[src/rtl/alu_seq_if.sv]
// Valid/ready bundle linking the operand-fetch stage, the sequential ALU and writeback.
// The master side presents operands and takes results; the slave side is the ALU.
interface alu_seq_if #(
  parameter int WIDTH = 16
);
  logic             in_valid;
  logic             in_ready;
  logic [WIDTH-1:0] A;
  logic [WIDTH-1:0] B;
  logic [3:0]       FuncCode;
  logic             out_valid;
  logic             out_ready;
  logic [WIDTH-1:0] C;
  logic             OverflowFlag;
  logic             ZeroFlag;
  logic             IllegalFlag;

  modport master (
    output in_valid, A, B, FuncCode, out_ready,
    input  in_ready, out_valid, C, OverflowFlag, ZeroFlag, IllegalFlag
  );

  modport slave (
    input  in_valid, A, B, FuncCode, out_ready,
    output in_ready, out_valid, C, OverflowFlag, ZeroFlag, IllegalFlag
  );
endinterface

[src/rtl/alu_seq.sv]
// Handshaked sequential ALU: single-cycle logic/arithmetic ops plus an iterative
// shift-add multiply, with result and flags registered and held until consumed.
module alu_seq #(
  parameter int WIDTH  = 16,
  parameter bit MUL_EN = 1'b1
) (
  input  logic      clk_i,
  input  logic      rst_i,
  alu_seq_if.slave  bus
);
  localparam int MSB = WIDTH - 1;
  localparam int CW  = $clog2(WIDTH);
  localparam logic [CW-1:0]    CNT_LAST = CW'(WIDTH - 1);
  localparam logic [WIDTH-1:0] MIN_NEG  = {1'b1, {(WIDTH-1){1'b0}}};

  typedef enum logic [1:0] {
    S_IDLE = 2'd0,
    S_EXEC = 2'd1,
    S_DONE = 2'd2
  } state_e;

  state_e             state_q, state_d;
  logic [WIDTH-1:0]   a_q, a_d;
  logic [WIDTH-1:0]   b_q, b_d;
  logic [2*WIDTH-1:0] acc_q, acc_d;
  logic [CW-1:0]      cnt_q, cnt_d;
  logic [WIDTH-1:0]   c_q, c_d;
  logic               ovf_q, ovf_d;
  logic               zero_q, zero_d;
  logic               ill_q, ill_d;

  logic [2*WIDTH-1:0] mul_sum_s;
  logic [WIDTH+1:0]   op_res_s;
  logic               is_mul_s;

  // Single-cycle result for every non-multiply code, packed as {illegal, overflow, result}.
  function automatic logic [WIDTH+1:0] alu_op(input logic [WIDTH-1:0] a,
                                              input logic [WIDTH-1:0] b,
                                              input logic [3:0]       code);
    logic [WIDTH-1:0] r;
    logic             ovf;
    logic             ill;
    r   = {WIDTH{1'b0}};
    ovf = 1'b0;
    ill = 1'b0;
    case (code)
      4'd0: begin
        r   = a + b;
        ovf = (a[MSB] == b[MSB]) && (r[MSB] != a[MSB]);
      end
      4'd1: begin
        r   = a - b;
        ovf = (a[MSB] != b[MSB]) && (r[MSB] != a[MSB]);
      end
      4'd2: r = a & b;
      4'd3: r = a | b;
      4'd4: r = ~a;
      4'd5: begin
        r   = ~a + {{(WIDTH-1){1'b0}}, 1'b1};
        ovf = (a == MIN_NEG);
      end
      4'd6: r = {a[WIDTH-2:0], 1'b0};
      4'd7: r = {a[MSB], a[WIDTH-1:1]};
      default: ill = 1'b1;
    endcase
    return {ill, ovf, r};
  endfunction

  assign is_mul_s      = MUL_EN && (bus.FuncCode == 4'd8);
  assign op_res_s      = alu_op(bus.A, bus.B, bus.FuncCode);
  assign mul_sum_s     = acc_q + (b_q[cnt_q] ? ({{WIDTH{1'b0}}, a_q} << cnt_q)
                                             : {(2*WIDTH){1'b0}});

  assign bus.in_ready     = (state_q == S_IDLE);
  assign bus.out_valid    = (state_q == S_DONE);
  assign bus.C            = c_q;
  assign bus.OverflowFlag = ovf_q;
  assign bus.ZeroFlag     = zero_q;
  assign bus.IllegalFlag  = ill_q;

  // Next-state, multiply datapath and result capture.
  always_comb begin
    state_d = state_q;
    a_d     = a_q;
    b_d     = b_q;
    acc_d   = acc_q;
    cnt_d   = cnt_q;
    c_d     = c_q;
    ovf_d   = ovf_q;
    zero_d  = zero_q;
    ill_d   = ill_q;
    case (state_q)
      S_IDLE: begin
        if (bus.in_valid) begin
          a_d = bus.A;
          b_d = bus.B;
          if (is_mul_s) begin
            acc_d   = {(2*WIDTH){1'b0}};
            cnt_d   = {CW{1'b0}};
            state_d = S_EXEC;
          end else begin
            c_d     = op_res_s[WIDTH-1:0];
            ovf_d   = op_res_s[WIDTH];
            ill_d   = op_res_s[WIDTH+1];
            zero_d  = (op_res_s[WIDTH-1:0] == {WIDTH{1'b0}});
            state_d = S_DONE;
          end
        end else begin
          state_d = S_IDLE;
        end
      end
      S_EXEC: begin
        acc_d = mul_sum_s;
        cnt_d = cnt_q + CW'(1);
        // The last partial product is folded in on the same edge that publishes the result.
        if (cnt_q == CNT_LAST) begin
          c_d     = mul_sum_s[WIDTH-1:0];
          ovf_d   = (mul_sum_s[2*WIDTH-1:WIDTH] != {WIDTH{1'b0}});
          ill_d   = 1'b0;
          zero_d  = (mul_sum_s[WIDTH-1:0] == {WIDTH{1'b0}});
          state_d = S_DONE;
        end else begin
          state_d = S_EXEC;
        end
      end
      S_DONE: begin
        if (bus.out_ready) begin
          state_d = S_IDLE;
        end else begin
          state_d = S_DONE;
        end
      end
      default: state_d = S_IDLE;
    endcase
  end

  // State, operand, accumulator and result registers.
  always_ff @(posedge clk_i or posedge rst_i) begin
    if (rst_i) begin
      state_q <= S_IDLE;
      a_q     <= {WIDTH{1'b0}};
      b_q     <= {WIDTH{1'b0}};
      acc_q   <= {(2*WIDTH){1'b0}};
      cnt_q   <= {CW{1'b0}};
      c_q     <= {WIDTH{1'b0}};
      ovf_q   <= 1'b0;
      zero_q  <= 1'b0;
      ill_q   <= 1'b0;
    end else begin
      state_q <= state_d;
      a_q     <= a_d;
      b_q     <= b_d;
      acc_q   <= acc_d;
      cnt_q   <= cnt_d;
      c_q     <= c_d;
      ovf_q   <= ovf_d;
      zero_q  <= zero_d;
      ill_q   <= ill_d;
    end
  end
endmodule

[src/flat_wrapper.sv]
// flat-port wrapper written by rule: the top's interface ports become plain ports
module alu_seq_flat 
#(
  parameter int WIDTH  = 16,
  parameter bit MUL_EN = 1'b1
)
  (clk_i, rst_i, bus_in_valid, bus_A, bus_B, bus_FuncCode, bus_out_ready, bus_in_ready, bus_out_valid, bus_C, bus_OverflowFlag, bus_ZeroFlag, bus_IllegalFlag);
  alu_seq_if #(.WIDTH(WIDTH)) bus_i ();
  input  logic clk_i;
  input  logic rst_i;
  input wire logic [$bits(bus_i.in_valid)-1:0] bus_in_valid;
  input wire logic [$bits(bus_i.A)-1:0] bus_A;
  input wire logic [$bits(bus_i.B)-1:0] bus_B;
  input wire logic [$bits(bus_i.FuncCode)-1:0] bus_FuncCode;
  input wire logic [$bits(bus_i.out_ready)-1:0] bus_out_ready;
  output wire logic [$bits(bus_i.in_ready)-1:0] bus_in_ready;
  output wire logic [$bits(bus_i.out_valid)-1:0] bus_out_valid;
  output wire logic [$bits(bus_i.C)-1:0] bus_C;
  output wire logic [$bits(bus_i.OverflowFlag)-1:0] bus_OverflowFlag;
  output wire logic [$bits(bus_i.ZeroFlag)-1:0] bus_ZeroFlag;
  output wire logic [$bits(bus_i.IllegalFlag)-1:0] bus_IllegalFlag;
  assign bus_i.in_valid = bus_in_valid;
  assign bus_i.A = bus_A;
  assign bus_i.B = bus_B;
  assign bus_i.FuncCode = bus_FuncCode;
  assign bus_i.out_ready = bus_out_ready;
  assign bus_in_ready = bus_i.in_ready;
  assign bus_out_valid = bus_i.out_valid;
  assign bus_C = bus_i.C;
  assign bus_OverflowFlag = bus_i.OverflowFlag;
  assign bus_ZeroFlag = bus_i.ZeroFlag;
  assign bus_IllegalFlag = bus_i.IllegalFlag;
  alu_seq #(.WIDTH(WIDTH), .MUL_EN(MUL_EN)) u_core (.clk_i(clk_i), .rst_i(rst_i), .bus(bus_i));
endmodule
[config.mk]
export PLATFORM = sky130hd
export DESIGN_NAME = alu_seq_flat
export DESIGN_NICKNAME = d
export VERILOG_FILES = /design/src/rtl/alu_seq_if.sv /design/src/rtl/alu_seq.sv /design/src/flat_wrapper.sv
export SDC_FILE = /design/constraint.sdc
export NUM_CORES = 1
export LEC_CHECK = 0
export ABC_AREA = 1
export CAP_MARGIN = 10
export CORE_ASPECT_RATIO = 0.8
export CORE_UTILIZATION = 40
export CTS_BUF_LIST = sky130_fd_sc_hd__clkbuf_16
export DETAILED_ROUTE_END_ITERATION = 10
export GPL_TIMING_DRIVEN = 0
export SETUP_SLACK_MARGIN = 0.2
export SYNTH_ARGS = -nofsm -noshare
export SYNTH_HDL_FRONTEND = slang
export SYNTH_SLANG_ARGS = --single-unit
[constraint.sdc]
create_clock -name clk_i -period 4.1 [get_ports clk_i]
set_input_delay 1.23 -clock clk_i [delete_from_list [all_inputs] [get_ports clk_i]]
set_output_delay 1.23 -clock clk_i [all_outputs]
set_load 0.03 [all_outputs]
* After elaboration in Yosys (flattened, before gate mapping)
Cells that the tools add are included.
Storage, ports and cells: bits in registers 89, output and inout port bits 21, logic and storage cells 84
Cells by class: reductions and logical operators 12, shift operators 1, $lt $le $gt $ge 1, multiplexer cells 33, equality and inequality tests 20, bitwise gates (word level) 3, add/sub/neg operators 5
Operators with widths (number):
- one-hot mux 16 bit (8 select lines) | 1
- two-way mux 32 bit | 3
- one-hot mux 32 bit (2 select lines) | 1
- two-way mux 16 bit | 3
- adder 32 bit | 1
- zero test 16 bit | 2
- one-hot mux 16 bit (2 select lines) | 1
- << shifter 16 x 4 -> 32 bit | 1
- adder 16 x 1 -> 16 bit (second input constant) | 1
- adder 16 bit | 1
- bitwise AND 16 bit | 1
- equality test 16 bit (second input constant) | 1
- equality test 4 x 3 -> 1 bit (second input constant) | 4
- inverter 16 bit | 1
- bitwise OR 16 bit | 1
- nonzero test 16 bit | 1
- subtractor 16 bit | 1
- two-way mux 1 bit | 11
- equality test 4 x 2 -> 1 bit (second input constant) | 2
- equality test 4 bit (second input constant) | 2
- two-way mux 2 bit | 4
- two-way mux 4 bit | 2
- one-hot mux 4 bit (2 select lines) | 1
- OR reduction 8 bit | 1
- 20 further kinds | 27

* Logic depth before layout (Yosys ltp)
Gate-level depths: netlist of run 1.
depth in word-level cells 7, depth in mapped cells 31, depth with buffers taken out 29

* Worst setup path before layout of run 1
OpenSTA, ideal clock, no wires.
kind register -> register, start register u_core.cnt_q[0], end register u_core.ovf_q, in the netlist u_core.bus.OverflowFlag, setup time 117 ps, slack 978 ps, arrival time 3005 ps, stages on the path, launching flop included 25, buffers on the path 2, cells stage by stage dfrtp_1 -> buf_4 -> nor2_1 -> o22ai_1 -> o21ai_1 -> o21bai_1 -> nand2_1 -> buf_4 -> nand2_1 -> inv_1 -> ha_1 -> nand2_1 -> inv_1 -> a21oi_1 -> nor2_1 -> nor2_1 -> nand2_1 -> nand2_1 -> nand3_1 -> nor2_1 -> nand3_1 -> nor2_1 -> nand3_1 -> nand2_1 -> nand2_1
Between the ends: word-level cells in the longest chain between the ends 7
RTL lines:
- start: declaration | RTL line alu_seq.sv:26 | logic [CW-1:0] cnt_q, cnt_d;
- start signal: assignment | RTL line alu_seq.sv:144 | cnt_q <= {CW{1'b0}};
- start signal: assignment | RTL line alu_seq.sv:154 | cnt_q <= cnt_d;
- binary-select mux 1 bit (select 4 bit) | RTL line alu_seq.sv:71 | assign mul_sum_s = acc_q + (b_q[cnt_q] ? ({{WIDTH{1'b0}}, a_q} << cnt_q)
- two-way mux 1 bit (not written as such) | RTL line alu_seq.sv:71
- two-way mux 32 bit | RTL line alu_seq.sv:71
- adder 32 bit | RTL line alu_seq.sv:71
- nonzero test 16 bit | RTL line alu_seq.sv:118 | ovf_d = (mul_sum_s[2*WIDTH-1:WIDTH] != {WIDTH{1'b0}});
- two-way mux 1 bit | RTL line alu_seq.sv:116 | if (cnt_q == CNT_LAST) begin
- one-hot mux 1 bit (2 select lines) | RTL line alu_seq.sv:92 | case (state_q)
- end signal: assignment | RTL line alu_seq.sv:156 | ovf_q <= ovf_d;
- end: declaration | RTL line alu_seq.sv:28 | logic ovf_q, ovf_d;
Several ways; a longest one is shown, not always the timed one. The select of a mux whose other input is x is not followed. A chain may end at the register's enable or synchronous reset.

* Worst setup path after layout of run 1
Ends and elaborated chain as after synthesis.

==> results list, run 1 <==
- Run status: finished clean
- Avg Vias per Cell: around 5.4
- In the final design database the tool counted between 2000 and 2500 nets.
- For this run, asynchronously set or reset flops after synthesis account for 100.0%.
- The floorplan step defined a die boundary enclosing about 26000 µm².
- Io pins: 61
* Share of the cycle needed by the critical path after routing: 94.43%
- Clock network latency to the later pin of the worst-skew pair: 0.36 ns
* Kind of path behind the tightest hold check: reg -> reg
- Clock tree synthesis inserted a total of 9 buffers.
- Port buffering added 60 buffers.
* Final hold slack: ~0.48 ns
- Net Count, Synth: approximately 1900
- Post-detailed-routing wire length: 40580 µm
- The critical path in this run is classified as reg -> reg.
* Area of the multi-input gates: slightly above 7000 µm²
- Number of synthesized flops with an enable pin: 0
* Setup slack of the most critical reg-to-reg path: 0.23 ns
* Largest vdd supply drop: 0.3472 mV
* Total congestion overflow after global routing: 0
- GRT busiest layer: met1
* Max-cap check violation count: 0
* Global routing met3 resource utilization: ~6.1%
- In the synthesized netlist the dominant register cell turns out to be sky130_fd_sc_hd__dfrtp_1.
- The filler cells instantiated in the layout total between 2000 and 3000.
* Detailed placer's ending HPWL: between 30000 and 40000 µm
- Of the post-synthesis cell area, the part taken by muxes is 0.1941%.
* Final slew viol count: 0
* Post-Synth XOR/XNOR Area: less than 1%
- Number of cell rows: 52
* Synthesized instance count: approximately 1800
* Finished layout cell area: roughly 12000 µm²
- The via count of the first global-routing pass is around 11000.
* Final antenna diode count: 0
* Cell area after synthesis: 10310 µm²
* Setup crit start kind: register
* Met1 Resource Use GR: 48.87%
* Required time of the critical path: about 4.4 ns
- For this run, global-route usage on met2 was measured as around two fifths.
- In the global route stage, overall resource usage came out at slightly above 30%.
* Via total after detailed routing: between 10000 and 15000
- Data arrives at the worst endpoint at ~4.1 ns.
- Summing all placed instances gives a cell area of about 11000 µm².
- In this run the mean area of a mapped cell was ~5.7 µm².
* Clk pin slew, worst setup/hold paths: ~0.06 ns
* Synthesis-to-layout area growth: 16.66%
* Y dimension of the die: between 100 and 150 µm
- Counting along the longest clock path gives a buffer depth of 2.
* Setup repair after global routing missed its margin: no
- DRC errors left: 0
* Pin count of the biggest net entering global routing: 64
- Measured against its own limit, the worst slew margin works out to 50.58%.
- The post-route netlist has approximately 7.8% of its cells at a drive strength greater than 1.
- In this run, synthesis produced a sequential element count of approximately 90.
* Core outline area: roughly 25000 µm²
* First-pass GRT wire length: ~61000 µm
- Power density normalized to cell area: between 600 and 700 nW/µm²
- Routability Congestion: between 0.9 and 1
- During synthesis, Yosys emitted a total of 0 warnings.
* TritonCTS clock tree: done
* Final worst clock skew: roughly 0.009 ns
- The initial utilization of the core area, before any placement, comes to 40.75%.
- CTS placed an instance of sky130_fd_sc_hd__clkbuf_16 at the clock tree root.
* Largest family of logic cells by synthesized area: simple AND/OR/NAND/NOR gates
- Max H-tree Level: 3
- The clock net in this run drives a total of ~90 sinks.
- Measured along the x axis, the die boundary spans ~180 µm.
- Timing would allow up to ~0.26 GHz.
- The synthesized netlist devotes roughly 13% of its cell area to compound gates.
- Summing the areas of all and, or, nand and nor instances in the mapped netlist gives between 40% and 50% of the synthesized area.
- The hold violation count in the final report came to 0.
* Tightest Pin Transition: between 0.7 and 0.8 ns
- Detailed Routing Iterations Pass 1: 6
- Total area of sequential cells: about 2200 µm²
- Pleak: between 6 and 7 nW
* Initial antenna violation count: 1
- The count of nets left with antenna violations once routing finished came out at 0.
- The clock period could shrink to slightly below 4 ns.
- Design Power: 7.290 mW
- STA classifies the critical path endpoint as a register.
- Setup violations, final: 0
- Synthesized-area fraction occupied by adder cells: between 10% and 20%
- Yosys mapped the design onto between 40 and 50 distinct sky130hd cell types.
- In this run the worst path has a maximum fanout of 10.
- The share of the Yosys chip area taken by registers is 21.59%.
- Dividing the detail-routed wire length by the instance count gives approximately 18 µm.
* Starting DRT DRC Count: 1300
## registers in the layout (all words and copies together), names as in the netlist
signal and flops:
u_core.cnt_q 4, u_core.bus.ZeroFlag 1, u_core.a_q 16, u_core.state_q 2
u_core.b_q 16, u_core.bus.OverflowFlag 1, u_core.acc_q 32, u_core.bus.C 16
u_core.bus.IllegalFlag 1
## worst paths after layout
check / start / endpoint / cells after the start
setup / recovery: u_core.cnt_q[0] / u_core.bus.OverflowFlag / 22
min in group asynchronous: rst_i / u_core.acc_q[21] / 2
max in group asynchronous: rst_i / u_core.b_q[1] / 3
setup reg to reg: u_core.cnt_q[0] / u_core.bus.OverflowFlag / 22
hold / removal: u_core.state_q[1] / u_core.state_q[1] / 1
hold reg to reg: u_core.state_q[1] / u_core.state_q[1] / 1
## layout by cell type (no fill, tap or decap), types with 3 or more instances in the layout
cell type	n
sky130_fd_sc_hd__buf_4	13
sky130_fd_sc_hd__nor3_1	16
sky130_fd_sc_hd__nand3b_1	6
sky130_fd_sc_hd__nor2_1	204
sky130_fd_sc_hd__o21ai_0	99
sky130_fd_sc_hd__nor2_2	15
sky130_fd_sc_hd__nand3_2	5
sky130_fd_sc_hd__clkinv_1	4
sky130_fd_sc_hd__ha_2	3
sky130_fd_sc_hd__clkbuf_16	9
sky130_fd_sc_hd__a31oi_1	17
sky130_fd_sc_hd__and2_1	4
sky130_fd_sc_hd__or2_2	5
sky130_fd_sc_hd__nand2_1	629
sky130_fd_sc_hd__ha_1	75
sky130_fd_sc_hd__dfrtp_1	88
sky130_fd_sc_hd__xor2_1	8
sky130_fd_sc_hd__nand3_1	161
sky130_fd_sc_hd__a22o_1	3
sky130_fd_sc_hd__inv_2	10
sky130_fd_sc_hd__buf_2	18
sky130_fd_sc_hd__o21bai_1	4
sky130_fd_sc_hd__a21oi_1	57
sky130_fd_sc_hd__nand2_2	12
sky130_fd_sc_hd__clkbuf_1	16
sky130_fd_sc_hd__buf_6	5
sky130_fd_sc_hd__inv_1	223
sky130_fd_sc_hd__o22ai_1	9
sky130_fd_sc_hd__clkbuf_2	9
sky130_fd_sc_hd__clkdlybuf4s50_1	50
sky130_fd_sc_hd__o21ai_2	6
sky130_fd_sc_hd__a21oi_2	9
sky130_fd_sc_hd__dlymetal6s2s_1	9
sky130_fd_sc_hd__nand4_1	22
sky130_fd_sc_hd__o21ai_1	28
## what timing repair did
item	in CTS	in global routing
hold buffers	0	0
endpoints found under the setup margin	8	7
buffers inserted	5	6
pin swaps	7	18
gates resized for setup	19	113
## Yosys cell counts, types with 2 or more instances
cell type | count | area share [%]
sky130_fd_sc_hd__o22ai_1 | 10 | 0.61
sky130_fd_sc_hd__nand3_1 | 166 | 8.1
sky130_fd_sc_hd__nand4_1 | 22 | 1.3
sky130_fd_sc_hd__nand3b_1 | 6 | 0.44
sky130_fd_sc_hd__xnor2_1 | 2 | 0.17
sky130_fd_sc_hd__clkbuf_1 | 20 | 0.73
sky130_fd_sc_hd__dfrtp_1 | 89 | 22
sky130_fd_sc_hd__and2_1 | 5 | 0.30
sky130_fd_sc_hd__nor2_1 | 216 | 7.9
sky130_fd_sc_hd__mux2i_1 | 2 | 0.19
sky130_fd_sc_hd__buf_1 | 5 | 0.18
sky130_fd_sc_hd__nor2_2 | 4 | 0.24
sky130_fd_sc_hd__nor3_1 | 18 | 0.87
sky130_fd_sc_hd__a21oi_2 | 2 | 0.17
sky130_fd_sc_hd__nand2_1 | 640 | 23
sky130_fd_sc_hd__clkbuf_2 | 2 | 0.097
sky130_fd_sc_hd__a22o_1 | 3 | 0.25
sky130_fd_sc_hd__buf_2 | 23 | 1.1
sky130_fd_sc_hd__o211ai_1 | 2 | 0.15
sky130_fd_sc_hd__o21ai_0 | 128 | 6.2
sky130_fd_sc_hd__nand2_2 | 2 | 0.12
sky130_fd_sc_hd__clkinv_1 | 4 | 0.15
sky130_fd_sc_hd__a31oi_1 | 18 | 1.1
sky130_fd_sc_hd__o31ai_1 | 2 | 0.15
sky130_fd_sc_hd__o21bai_1 | 5 | 0.36
sky130_fd_sc_hd__ha_1 | 80 | 9.7
sky130_fd_sc_hd__a21oi_1 | 64 | 3.1
sky130_fd_sc_hd__inv_2 | 5 | 0.18
sky130_fd_sc_hd__buf_4 | 3 | 0.22
sky130_fd_sc_hd__or2_2 | 5 | 0.30
sky130_fd_sc_hd__fa_1 | 3 | 0.58
sky130_fd_sc_hd__inv_1 | 229 | 8.3
sky130_fd_sc_hd__xor2_1 | 8 | 0.68
sky130_fd_sc_hd__o221ai_1 | 2 | 0.17
sky130_fd_sc_hd__o21ai_1 | 5 | 0.24
sky130_fd_sc_hd__nor4_1 | 2 | 0.12
## layer usage
layer | vias to the layer above | share of wire [%]
li1 | 5927 | -
met4 | 2 | 1.6
met3 | 44 | 9.6
met5 | - | 0.032
met2 | 500 | 39
met1 | 5613 | 50
## through the flow
stage | cells | TNS, ns | utilization [%] | setup WS (ns)
2_1_floorplan | 1809 | 0 | - | 0.5631
5_1_grt | 2220 | 0 | 47.54 | 0.1457
6_report | 2220 | 0 | 47.54 | 0.2282
4_1_cts | 2214 | 0 | 46.28 | 0.2039
3_5_place_dp | 2194 | -0.4642 | 44.84 | -0.2689
3_3_place_gp | 2193 | -84.03 | 44.73 | -0.9444
## critical path, stage by stage, from the launching register on
cell	delay, ns
sky130_fd_sc_hd__dfrtp_2	0.44
sky130_fd_sc_hd__buf_6	0.16
sky130_fd_sc_hd__clkbuf_4	0.19
sky130_fd_sc_hd__o21ai_1	0.20
sky130_fd_sc_hd__o21ai_0	0.17
sky130_fd_sc_hd__o21ai_1	0.26
sky130_fd_sc_hd__o21ai_0	0.12
sky130_fd_sc_hd__nand2_1	0.13
sky130_fd_sc_hd__inv_1	0.06
sky130_fd_sc_hd__ha_1	0.38
sky130_fd_sc_hd__nand2_1	0.16
sky130_fd_sc_hd__nor2_2	0.17
sky130_fd_sc_hd__inv_1	0.13
sky130_fd_sc_hd__nor2_2	0.14
sky130_fd_sc_hd__nand4_1	0.20
sky130_fd_sc_hd__nand4_1	0.13
sky130_fd_sc_hd__nand2_1	0.09
sky130_fd_sc_hd__nor2_1	0.12
sky130_fd_sc_hd__nand3_1	0.12
sky130_fd_sc_hd__nor2_2	0.16
sky130_fd_sc_hd__nand3_2	0.09
sky130_fd_sc_hd__nand2_1	0.10
sky130_fd_sc_hd__nand2_1	0.05
## logic make-up (layout without fill, tap and decap cells)
family,Yosys count,count (layout)
AO/OA/AOI/OAI,244,244
XOR/XNOR,10,10
flip-flops,89,89
adder cells (fa/ha/maj),83,83
buffers and inverters,292,379
AND/OR/NAND/NOR,1089,1089
multiplexers,2,2
## cell type report
| class | count | area share [%] |
|---|---|---|
| clock inverter | 6 | 0.4888 |
| tap | 324 | 3.369 |
| multi-input combinational | 1428 | 59.77 |
| clock buffer | 9 | 1.872 |
| sequential | 89 | 18.52 |
| timing repair buffer | 72 | 6.094 |
| buffer | 54 | 2.402 |
| inverter | 238 | 7.488 |
## power by group
group | switching (mW) | internal, mW | leakage (nW)
logic | 3.29 | 1.70 | 5.27
clock network | 0.366 | 0.466 | 0.137
registers | 0.268 | 1.20 | 1.12
total | 3.92 | 3.37 | 6.52
Note: power is estimated with default switching activity, not from simulation.
==> run 2: changes to the inputs <==
CAP_MARGIN = 40   (was 10)
==> results list, run 2 (synthesis gave the netlist of run 1 again) <==
- Num Clock Sinks: 89 (unchanged)
- Clk pin slew, worst setup/hold paths: 0.06 ns (about the same)
- The die span in y came to 145.6 µm (unchanged).
- The number of max-slew violations in the final report came to 0 (unchanged).
- The standard-cell row count came to 52 (unchanged).
- Starting DRT DRC Count: 1300 (unchanged)
- Vias in the first global route: 10641 (unchanged)
- The post-route core utilization is 47.54% (unchanged).
- The average wire per cell in the routed design is 18.28 µm (unchanged).
* Terminus of the critical flop-to-flop path: u_core.bus.OverflowFlag
* Pin count of the biggest net entering global routing: 64 (unchanged)
* Global-route total usage across every layer: 30.52% (unchanged)
- The final count of negative-setup-slack endpoints is 0 (unchanged).
* Share of the cycle needed by the critical path after routing: 94.43% (unchanged)
- The maximum resistive drop on vdd is 0.3472 mV (unchanged).
* Clock network latency to the later pin of the worst-skew pair: 0.36 ns (about the same)
* Final hold slack: 0.4783 ns (unchanged)
- Count of final hold-check violations: 0 (unchanged)
- Depth of the worst register-to-register path: 22 (unchanged)
- The area added between synthesis and finish came to 16.66% (unchanged).
- The wire length of the first global-routing pass is 61360 µm (unchanged).
- The post-DP HPWL is 33520 µm (unchanged).
* Reg2Reg Launch Point: u_core.cnt_q[0]
* End point of the critical path: u_core.bus.OverflowFlag
- Post-detailed-routing wire length: 40580 µm (unchanged)
* Final antenna-violating net count: 0 (unchanged)
* Max H-tree Level: 3 (unchanged)
- The number of antenna violations at the first check in global routing is 1 (unchanged).
* Number of standard cells in the layout, taps in and fillers out: 2220 (unchanged)
- Io pins: 61 (unchanged)
- Fraction of final layout cells sized beyond drive strength 1: 7.753% (unchanged)
- TritonCTS clock tree: done
* Run status: finished clean
- The data required time at the worst endpoint was 4.35 ns (about the same).
- CTS placed an instance of sky130_fd_sc_hd__clkbuf_16 at the clock tree root.
* Final worst clock skew: 0.009001 ns (unchanged)
- The flip-flop count of the largest register, all copies and words added came to 32 (unchanged).
* Final antenna diode count: 0 (unchanged)
* Commonest non-fill, non-tap cell in the layout: sky130_fd_sc_hd__nand2_1
* Minimum clock period after layout: 3.872 ns (unchanged)
- Clock buffer count from CTS: 9 (unchanged)
- Via total after detailed routing: 12086 (unchanged)
- Worst Path Max Fanout: 10 (unchanged)
* Highest attainable clock frequency: 0.2583 GHz (unchanged)
- The placeable core region is 25310 µm² (unchanged).
- Kind of path behind the tightest hold check: reg -> reg
- Startpoint of the most critical setup path: u_core.cnt_q[0]
- Detailed Routing Iterations Pass 1: 6 (unchanged)
- Pleak: 6.523 nW (unchanged)
* Tightest Pin Transition: 0.7413 ns (unchanged)
* Max-cap check violation count: 0 (unchanged)
- # placed instances: 2194 (unchanged)
* Setup crit start kind: register
- Setup slack of the most critical reg-to-reg path: 0.23 ns (about the same)
- The final-layout fill cell count is 2725 (unchanged).
- Chip Width: 181.5 µm (unchanged)
* Routability Congestion: 0.9692 (unchanged)
- Setup repair after global routing left no endpoint under its margin.
- Register with the highest flop count: u_core.acc_q
- Capturing element type of the critical path: register
- Avg Vias per Cell: 5.444 (unchanged)
- The setup TNS came to 0 ns (unchanged).
- Leaving out fill and tap cells, the most frequent cells in the layout are sky130_fd_sc_hd__nand2_1 (629), sky130_fd_sc_hd__inv_1 (223), sky130_fd_sc_hd__nor2_1 (204).
- Min-Delay Startpoint: u_core.state_q[1]
- Clock Path Buffers: 2 (unchanged)
- Worst slew margin relative to its limit: 50.58% (unchanged)
* PortBufs: 60 (unchanged)
- Total congestion overflow after global routing: 0 (unchanged)
- Design Power: 7.290 mW (unchanged)
- Critical path class: reg -> reg
- Area enclosed by the die boundary: 26430 µm² (unchanged)
- Arrival time worst endpoint: 4.12 ns (about the same)
- Initial standard-cell utilization of the core: 40.75% (unchanged)
- DRC errors left: 0 (unchanged)
- The number of nets in the final layout was 2015 (unchanged).
- The power density over the cells is 605.9 nW/µm² (unchanged).
==> run 2: cell counts in the layout (fill, tap and decap cells not counted) <==
Identical to the previous run, type by type.
==> run 2: how the worst min path moves through the flow <==
stage	endpoint	slack (ns)	cells after the start
3_3_place_gp	u_core.acc_q[2]	0.47	2
2_1_floorplan	u_core.state_q[1]	0.44	1
4_1_cts	u_core.state_q[1]	0.48	1
6_report	u_core.state_q[1]	0.48	1
5_1_grt	u_core.state_q[1]	0.50	1
3_5_place_dp	u_core.state_q[1]	0.47	1
==> run 2: what timing repair did <==
action | in CTS | in global routing
pin swaps | 7 | 18
hold buffers | 0 | 0
setup buffers | 5 | 6
setup endpoints to repair | 8 | 7
gates resized for setup | 19 | 113
==> run 2: layout make-up <==
type / count / area (µm²) / share of cell area [%]
Sequential cell: 89 / 2228 / 18.52
Buffer: 54 / 289.0 / 2.402
Timing Repair Buffer: 72 / 733.2 / 6.094
Tap cell: 324 / 405.4 / 3.369
Clock buffer: 9 / 225.2 / 1.872
Clock inverter: 6 / 58.81 / 0.4888
Multi-Input combinational cell: 1428 / 7191 / 59.77
Inverter: 238 / 900.9 / 7.488
==> run 2: report_power, final <==
group / internal [mW] / switching (mW)
Sequential: 1.20 / 0.268
Clock: 0.466 / 0.366
Combinational: 1.70 / 3.29
==> run 2: critical path: stages (launching register included) <==
cell	delay [ns]
sky130_fd_sc_hd__dfrtp_2	0.44
sky130_fd_sc_hd__buf_6	0.16
sky130_fd_sc_hd__clkbuf_4	0.19
sky130_fd_sc_hd__o21ai_1	0.20
sky130_fd_sc_hd__o21ai_0	0.17
sky130_fd_sc_hd__o21ai_1	0.26
sky130_fd_sc_hd__o21ai_0	0.12
sky130_fd_sc_hd__nand2_1	0.13
sky130_fd_sc_hd__inv_1	0.06
sky130_fd_sc_hd__ha_1	0.38
sky130_fd_sc_hd__nand2_1	0.16
sky130_fd_sc_hd__nor2_2	0.17
sky130_fd_sc_hd__inv_1	0.13
sky130_fd_sc_hd__nor2_2	0.14
sky130_fd_sc_hd__nand4_1	0.20
sky130_fd_sc_hd__nand4_1	0.13
sky130_fd_sc_hd__nand2_1	0.09
sky130_fd_sc_hd__nor2_1	0.12
sky130_fd_sc_hd__nand3_1	0.12
sky130_fd_sc_hd__nor2_2	0.16
sky130_fd_sc_hd__nand3_2	0.09
sky130_fd_sc_hd__nand2_1	0.10
sky130_fd_sc_hd__nand2_1	0.05
==> run 2: through the flow <==
step,cell area [µm²],worst slack [ns]
3_5_place_dp,11350,-0.2689
2_1_floorplan,10310,0.5631
5_1_grt,12030,0.1457
6_report,12030,0.2282
3_3_place_gp,11320,-0.9444
4_1_cts,11710,0.2039
==> run 2: routing by layer <==
| metal | GRT usage, % | share of wire [%] | vias up |
|---|---|---|---|
| met3 | 6.131 | 9.6 | 44 |
| met1 | 48.87 | 50 | 5613 |
| met5 | 0 | 0.032 | - |
| met4 | 6.525 | 1.6 | 2 |
| met2 | 40.83 | 39 | 500 |
| li1 | - | - | 5927 |
